===== src/rtl/time_set_ctrl_pkg.sv =====
// Shared definitions for the time/alarm setting controller and the clock block.
// Holds the edit state encoding, time field limits and field stepping helpers.
package time_set_ctrl_pkg;

    typedef enum logic [2:0] {
        ST_RUN    = 3'd0,
        ST_T_HOUR = 3'd1,
        ST_T_MIN  = 3'd2,
        ST_T_AMPM = 3'd3,
        ST_A_HOUR = 3'd4,
        ST_A_MIN  = 3'd5,
        ST_A_AMPM = 3'd6
    } state_e;

    localparam logic [3:0] HOUR_MIN = 4'd1;
    localparam logic [3:0] HOUR_MAX = 4'd12;
    localparam logic [5:0] MIN_MAX  = 6'd59;

    // Out-of-range values fall into the wrap branch, so any garbage recovers in one step.
    function automatic logic [3:0] next_hour(input logic [3:0] hour);
        return (hour >= HOUR_MIN && hour < HOUR_MAX) ? hour + 4'd1 : HOUR_MIN;
    endfunction

    function automatic logic [5:0] next_minute(input logic [5:0] minute);
        return (minute < MIN_MAX) ? minute + 6'd1 : 6'd0;
    endfunction

endpackage


===== src/rtl/time_set_ctrl_button_debounce.sv =====
// Push-button conditioning: 2-flop synchronizer, stable-level debouncer and
// a one-cycle pulse on the accepted rising edge.
module button_debounce #(
    parameter int DEBOUNCE_CYCLES = 20
) (
    input  logic clk,
    input  logic rst,
    input  logic btn_in,
    output logic press_out
);
    localparam int CW = $clog2(DEBOUNCE_CYCLES + 1);

    logic          sync1_q, sync2_q;
    logic          stable_q, stable_d;
    logic [CW-1:0] cnt_q, cnt_d;
    logic          press_q, press_d;

    // cnt_q counts consecutive samples that disagree with the accepted level.
    always_comb begin
        stable_d = stable_q;
        cnt_d    = cnt_q;
        if (sync2_q == stable_q) begin
            cnt_d = '0;
        end else if (cnt_q == CW'(DEBOUNCE_CYCLES - 1)) begin
            stable_d = sync2_q;
            cnt_d    = '0;
        end else begin
            cnt_d = cnt_q + CW'(1);
        end
        press_d = stable_d & ~stable_q;
    end

    always_ff @(posedge clk or posedge rst) begin
        if (rst) begin
            sync1_q  <= 1'b0;
            sync2_q  <= 1'b0;
            stable_q <= 1'b0;
            cnt_q    <= '0;
            press_q  <= 1'b0;
        end else begin
            sync1_q  <= btn_in;
            sync2_q  <= sync1_q;
            stable_q <= stable_d;
            cnt_q    <= cnt_d;
            press_q  <= press_d;
        end
    end

    assign press_out = press_q;

endmodule


===== src/rtl/time_set_ctrl.sv =====
// Time and alarm setting controller: three debounced buttons drive an edit FSM
// that commits either a set-time pulse to the clock block or a new alarm time.
module time_set_ctrl
    import time_set_ctrl_pkg::*;
#(
    parameter int DEBOUNCE_CYCLES = 20,
    parameter int TIMEOUT_CYCLES  = 10000
) (
    input  logic       clk_1khz,
    input  logic       reset_in,
    input  logic       mode_btn_in,
    input  logic       alarm_btn_in,
    input  logic       inc_btn_in,
    input  logic [3:0] hours_in,
    input  logic [5:0] minutes_in,
    input  logic [0:0] am_pm_in,
    output logic       set_time_out,
    output logic [3:0] set_hour_out,
    output logic [5:0] set_minute_out,
    output logic [0:0] set_ampm_out,
    output logic [3:0] alarm_hour_out,
    output logic [5:0] alarm_minute_out,
    output logic [0:0] alarm_ampm_out,
    output logic [2:0] state_out,
    output logic       edit_active_out
);
    localparam int IW = $clog2(TIMEOUT_CYCLES + 1);

    logic mode_p, alarm_p, inc_p;

    button_debounce #(.DEBOUNCE_CYCLES(DEBOUNCE_CYCLES)) u_mode_db (
        .clk(clk_1khz), .rst(reset_in), .btn_in(mode_btn_in), .press_out(mode_p));
    button_debounce #(.DEBOUNCE_CYCLES(DEBOUNCE_CYCLES)) u_alarm_db (
        .clk(clk_1khz), .rst(reset_in), .btn_in(alarm_btn_in), .press_out(alarm_p));
    button_debounce #(.DEBOUNCE_CYCLES(DEBOUNCE_CYCLES)) u_inc_db (
        .clk(clk_1khz), .rst(reset_in), .btn_in(inc_btn_in), .press_out(inc_p));

    state_e        state_q, state_d;
    logic [3:0]    edit_hour_q, edit_hour_d;
    logic [5:0]    edit_min_q, edit_min_d;
    logic          edit_ampm_q, edit_ampm_d;
    logic [IW-1:0] idle_q, idle_d;
    logic          set_time_q, set_time_d;
    logic [3:0]    set_hour_q, set_hour_d, alarm_hour_q, alarm_hour_d;
    logic [5:0]    set_min_q, set_min_d, alarm_min_q, alarm_min_d;
    logic          set_ampm_q, set_ampm_d, alarm_ampm_q, alarm_ampm_d;
    logic          edit_active_q, edit_active_d;

    always_comb begin
        state_d      = state_q;
        edit_hour_d  = edit_hour_q;
        edit_min_d   = edit_min_q;
        edit_ampm_d  = edit_ampm_q;
        idle_d       = (state_q == ST_RUN) ? '0 : idle_q + IW'(1);
        set_time_d   = 1'b0;
        set_hour_d   = set_hour_q;
        set_min_d    = set_min_q;
        set_ampm_d   = set_ampm_q;
        alarm_hour_d = alarm_hour_q;
        alarm_min_d  = alarm_min_q;
        alarm_ampm_d = alarm_ampm_q;

        if (state_q == ST_RUN) begin
            if (mode_p) begin
                state_d     = ST_T_HOUR;
                edit_hour_d = hours_in;
                edit_min_d  = minutes_in;
                edit_ampm_d = am_pm_in[0];
            end else if (alarm_p) begin
                state_d     = ST_A_HOUR;
                edit_hour_d = alarm_hour_q;
                edit_min_d  = alarm_min_q;
                edit_ampm_d = alarm_ampm_q;
            end
        end else if (mode_p) begin
            // Mode wins over a coincident inc; the inc pulse is simply dropped.
            idle_d = '0;
            case (state_q)
                ST_T_HOUR: state_d = ST_T_MIN;
                ST_T_MIN:  state_d = ST_T_AMPM;
                ST_T_AMPM: begin
                    state_d    = ST_RUN;
                    set_time_d = 1'b1;
                    set_hour_d = edit_hour_q;
                    set_min_d  = edit_min_q;
                    set_ampm_d = edit_ampm_q;
                end
                ST_A_HOUR: state_d = ST_A_MIN;
                ST_A_MIN:  state_d = ST_A_AMPM;
                ST_A_AMPM: begin
                    state_d      = ST_RUN;
                    alarm_hour_d = edit_hour_q;
                    alarm_min_d  = edit_min_q;
                    alarm_ampm_d = edit_ampm_q;
                end
                default:   state_d = ST_RUN;
            endcase
        end else if (inc_p) begin
            idle_d = '0;
            case (state_q)
                ST_T_HOUR, ST_A_HOUR: edit_hour_d = next_hour(edit_hour_q);
                ST_T_MIN, ST_A_MIN:   edit_min_d  = next_minute(edit_min_q);
                ST_T_AMPM, ST_A_AMPM: edit_ampm_d = ~edit_ampm_q;
                default:              edit_ampm_d = edit_ampm_q;
            endcase
        end else if (idle_q == IW'(TIMEOUT_CYCLES - 1)) begin
            state_d = ST_RUN;
        end

        edit_active_d = (state_d != ST_RUN);
    end

    always_ff @(posedge clk_1khz or posedge reset_in) begin
        if (reset_in) begin
            state_q       <= ST_RUN;
            edit_hour_q   <= '0;
            edit_min_q    <= '0;
            edit_ampm_q   <= 1'b0;
            idle_q        <= '0;
            set_time_q    <= 1'b0;
            set_hour_q    <= HOUR_MAX;
            set_min_q     <= '0;
            set_ampm_q    <= 1'b0;
            alarm_hour_q  <= HOUR_MAX;
            alarm_min_q   <= '0;
            alarm_ampm_q  <= 1'b0;
            edit_active_q <= 1'b0;
        end else begin
            state_q       <= state_d;
            edit_hour_q   <= edit_hour_d;
            edit_min_q    <= edit_min_d;
            edit_ampm_q   <= edit_ampm_d;
            idle_q        <= idle_d;
            set_time_q    <= set_time_d;
            set_hour_q    <= set_hour_d;
            set_min_q     <= set_min_d;
            set_ampm_q    <= set_ampm_d;
            alarm_hour_q  <= alarm_hour_d;
            alarm_min_q   <= alarm_min_d;
            alarm_ampm_q  <= alarm_ampm_d;
            edit_active_q <= edit_active_d;
        end
    end

    assign set_time_out     = set_time_q;
    assign set_hour_out     = set_hour_q;
    assign set_minute_out   = set_min_q;
    assign set_ampm_out     = set_ampm_q;
    assign alarm_hour_out   = alarm_hour_q;
    assign alarm_minute_out = alarm_min_q;
    assign alarm_ampm_out   = alarm_ampm_q;
    assign state_out        = state_q;
    assign edit_active_out  = edit_active_q;

endmodule


===== config.mk =====
export PLATFORM = sky130hd
export DESIGN_NAME = time_set_ctrl
export DESIGN_NICKNAME = d
export VERILOG_FILES = /design/src/rtl/time_set_ctrl_pkg.sv /design/src/rtl/time_set_ctrl_button_debounce.sv /design/src/rtl/time_set_ctrl.sv
export SDC_FILE = /design/constraint.sdc
export NUM_CORES = 1
export LEC_CHECK = 0
export CAP_MARGIN = 30
export CORE_UTILIZATION = 30
export CTS_CLUSTER_SIZE = 25
export DETAILED_ROUTE_END_ITERATION = 7
export PLACE_DENSITY_LB_ADDON = 0.1
export REMOVE_ABC_BUFFERS = 1
export SLEW_MARGIN = 10
export SYNTH_ARGS = -nofsm -noshare
export SYNTH_HDL_FRONTEND = slang
export SYNTH_SLANG_ARGS = --single-unit

===== constraint.sdc =====
create_clock -name clk_1khz -period 7.8 [get_ports clk_1khz]
set_input_delay 2.34 -clock clk_1khz [delete_from_list [all_inputs] [get_ports clk_1khz]]
set_output_delay 2.34 -clock clk_1khz [all_outputs]
set_load 0.1 [all_outputs]

### Word-level counts from Yosys, hierarchy flattened

Cells that the tools add are included.

| word-level totals | value |
|---|---|
| flip-flop bits (word level) | 79 |
| bits in latches | 0 |
| bits in writable memories | 0 |
| ROM bits | 0 |
| input port bits | 16 |
| output and inout port bits | 27 |
| word-level logic and storage cells | 121 |
| memories | 0 |

| cells by class | value |
|---|---|
| $add $sub $neg | 6 |
| $mul | 0 |
| divide/modulo/power cells | 0 |
| order comparisons | 3 |
| eq/ne operators | 15 |
| shift-type cells | 0 |
| multiplexer cells | 46 |
| bitwise operators | 8 |
| reductions and logical operators | 15 |

Operator list:

| cell | count |
|---|---|
| 2-to-1 mux 14 bit | 4 |
| 2-to-1 mux 6 bit | 7 |
| 2-to-1 mux 5 bit | 6 |
| 2-to-1 mux 4 bit | 7 |
| 2-to-1 mux 3 bit | 6 |
| adder 5 x 1 -> 5 bit, second input constant | 3 |
| equality test 5 bit, second input constant | 3 |
| 2-to-1 mux 1 bit | 15 |
| adder 14 x 1 -> 14 bit, second input constant | 1 |
| equality test 14 bit, second input constant | 1 |
| one-hot mux 3 bit (4 select lines) | 1 |
| AND reduction 4 bit | 3 |
| equality test 3 bit, second input constant | 3 |
| nonzero test 2 bit | 4 |
| adder 6 x 1 -> 6 bit, second input constant | 1 |
| equality test 3 x 2 -> 1 bit, second input constant | 2 |
| < comparator 6 bit, second input constant | 1 |
| AND reduction 3 bit | 2 |
| OR reduction 2 bit | 3 |
| NOT 1 bit | 5 |
| adder 4 x 1 -> 4 bit, second input constant | 1 |
| greater-or-equal comparator 4 x 1 -> 1 bit, second input constant | 1 |
| < comparator 4 bit, second input constant | 1 |
| AND 1 bit | 3 |
| 7 further kinds | 9 |

### Longest topological paths before layout

| depth | value |
|---|---|
| word-level depth | 7 |
| depth in mapped cells | 7 |
| gate-level depth less buffers | 6 |

### Hierarchy

From an unflattened synthesis, not the netlist that was laid out.

| unflattened totals | value |
|---|---|
| cells, all modules | 362 |
| area, all modules | 3837.4 µm² |

By module, submodules not included:

| module | instances | cells each | area each (µm²) | sequential area each (µm²) |
|---|---|---|---|---|
| time_set_ctrl | 1 | 272 | 2688.8 | 1306.3 |
| button_debounce | 3 | 30 | 382.9 | 225.2 |

### Worst setup path before layout

Ideal clock, no wire load.

| timing | value |
|---|---|
| kind | reg2out |
| start point | register state_q[1] (netlist: state_out[1]) |
| end point | output port state_out[1] |
| arrival time | 991 ps |
| required time | 5460 ps |
| slack | 4469 ps |
| stages on the path, launching flop included | 1 |
| buffers on the path | 0 |
| cell sequence | dfrtp_1 |

RTL lines:

| what | RTL line | text |
|---|---|---|
| from (decl) | time_set_ctrl.sv:38 | `state_e state_q, state_d;` |
| from (signal assigned) | time_set_ctrl.sv:129 | `state_q <= state_d;` |
| to (decl) | time_set_ctrl.sv:24 | `output logic [2:0] state_out,` |

No word-level cell between the ends.

### Worst setup path after layout

| timing | value |
|---|---|
| start point | register state_q[1] (netlist: state_out[1]) |
| end point | output port state_out[1] |

No word-level cell between the ends.

==> out/metrics.cfg <==
[sta]
fmax_mhz=219
whs_ps=348
slew_violations=0
grt_setup_unrepaired=false
hold_viol=0
fin_skew_ps=8.56
period_share_pct=58.4
period_needed_ps=4560
worst_slew_margin_rel_pct=34.4
finalSetupViolCount=0
tightest_slew_ps=981
setup_tns_ps=0

[detailed_routing]
ant_nets=0
wl_per_cell_um=14.5
drc_errors=0
firstDrtPassIters=4
avgViaCountPerCell=4.86
drt-total-wl_mm=7.83
via_count=2627
drt-initial-drc-count=121

[cts]
htree_levels=3
clock-root-buffer=clkbuf_16
clk_pin_slew_ps=60
cts_hold_buf=0
clk_latency_ps=330
cts_sinks=79
cts_setup_buffers=0
cts_tree=done
numCtsBuffers=9
ctsLongestPathBuffers=2
cts.repair.resized=0

[floorplan]
die_y_um=113
ios=43
core_area_um2=12000
die_area_um2=12700
die_w_um=113
row_count=40
start_util_pct=30.7

[global_routing]
track_usage_pct=13.3
grt_pass1_wl_mm=13.1
overflow=0
first_global_vias=2538
grt_max_degree=54
antenna_found_initial=0

[setup_path]
crit_path_max_fanout=18
worstSetupEndpointType=primary output
crit_slowest_cell=clkdlybuf4s50_1
worstSetupPathType=flop to primary output
arrival_ps=2220
startpoint_type=flop
critPathBufInv=1
path_delay_family=buffers and inverters
max_stage_delay_ps=1240
path_cells=clkdlybuf4s50_1
cp_data_required_time_ps=5460

[yosys]
avgSynthCellArea_um2=10.6
synth_edf_count=0
synthCells=347
synthFlopType=dfrtp_1
async_flop_share_pct=100
ys_seq_area_share_pct=53.8
ys_ff_latch=79
ys_types=54
ys_warn_count=0
syn-cell-area_um2=3690

[final_layout]
syn_to_final_growth_pct=24.0
nets=412
drive_gt1_share_pct=11.7
layout.cell_area.non_filler_um2=4570
fillers=1226
diodes=0

[pwr]
peakVddDrop_mv=0.0827
power_leakage_uw=0.00196
total_power_uw=876
power_density_nw_per_um2=192

[placement]
io_buffers=42
place.gp.congestion=0.747
dp_hpwl_mm=5.31
placed_cell_area_um2=4260

[worst_hold_path]
holdCritPathClass=flop to flop

[run_status]
status=completed

[flow_run]
cap_violations=0

-- cells by family after synthesis --
family	share of synthesized area, %
compound gates	8.18
xor+xnor	5.47
fa+ha+maj	2.72
buf+inv	3.05
flops	53.8
mux	7.60
simple gates	19.2
-- registers in the layout, summed over array words and instances, names as in the netlist, 3 cells and up --
signal,count
idle_q,14
edit_min_q,6
alarm_hour_out,4
u_inc_db.cnt_q,5
edit_hour_q,4
alarm_minute_out,6
u_alarm_db.cnt_q,5
state_out,3
set_hour_out,4
u_mode_db.cnt_q,5
set_minute_out,6
-- where the power goes --
part           internal [µW]  switching (µW)  leakage (µW)  total (µW)
Sequential               415            3.72       0.00102         419
Combinational           12.8            13.8      0.000793        26.6
Clock                    265             166      0.000152         430
Total                    693             183       0.00196         876
-- final cells by class --
type                    count  area, µm²  area share [%]
flip-flops and latches     79       1980            43.3
well taps                 147        184            4.02
inverters                   9       35.0           0.766
clock inverters             5       56.3            1.23
repair buffers             46        470            10.3
multi-input cells         243       1590            34.8
clock buffers              11        253            5.53
-- metrics by stage --
stage / worst slack [ps] / utilization (%) / cells
6_report: 3240 / 38.1 / 540
5_1_grt: 3160 / 38.1 / 540
4_1_cts: 3230 / 38.1 / 540
3_5_place_dp: 3600 / 35.5 / 524
3_3_place_gp: 3630 / 35.3 / 523
2_1_floorplan: 3440 / - / 331
-- cell usage after synthesis, types with 2 or more instances --
cell      number  area (µm²)
dfrtp_1       75        1880
nand2_1       44         165
nor2_1        31         116
nand3_1       21         105
mux2_2        14         158
xnor2_1       14         123
o21ai_0       13        65.1
a21oi_1       10        50.1
clkbuf_1      10        37.5
mux2i_1       10         100
xor2_1         9        78.8
ha_1           8         100
inv_1          8        30.0
nor3_1         8        40.0
and2_1         4        25.0
and3_1         4        25.0
dfstp_2        4         105
nor3b_1        4        30.0
or3_1          4        25.0
buf_2          3        15.0
nand2b_1       3        18.8
nand3b_1       3        22.5
nand4_1        3        18.8
a22o_1         2        17.5
a31oi_1        2        12.5
buf_6          2        22.5
mux2_1         2        22.5
nand4b_1       2        17.5
nor4b_1        2        17.5
o221ai_1       2        17.5
o22a_1         2        17.5
o22ai_1        2        12.5
-- cells in the final DEF, fill, tap and decap left out, drive strengths merged, types with 7 or more instances in the layout --
cell type	count
dfrtp	75
nand2	44
clkdlybuf4s50	42
nor2	31
nand3	21
mux2	16
xnor2	14
o21ai	13
clkbuf	11
a21oi	10
mux2i	10
xor2	9
nor3	8
ha	8
inv	7
-- per-layer routing --
metal  track usage, %  wire length (µm)  vias up
li1                 -                 -     1290
met1             18.4              3940     1274
met2             19.8              3390       52
met3             3.16               382       11
met4             6.13               123        0
met5                0                 0        -
-- worst paths after layout --
kind	from	slack, ps	cells after the start	to
hold reg to reg	u_alarm_db.sync1_q	350	0	u_alarm_db.sync2_q
setup reg to reg	state_out[1]	5690	2	alarm_minute_out[5]
hold / removal	u_alarm_db.sync1_q	350	0	u_alarm_db.sync2_q
setup / recovery	state_out[1]	3240	1	state_out[1]
max in group asynchronous	reset_in	4760	4	set_hour_out[3]
min in group asynchronous	reset_in	2400	3	u_inc_db.cnt_q[1]
(Power assumes the default switching activity.)
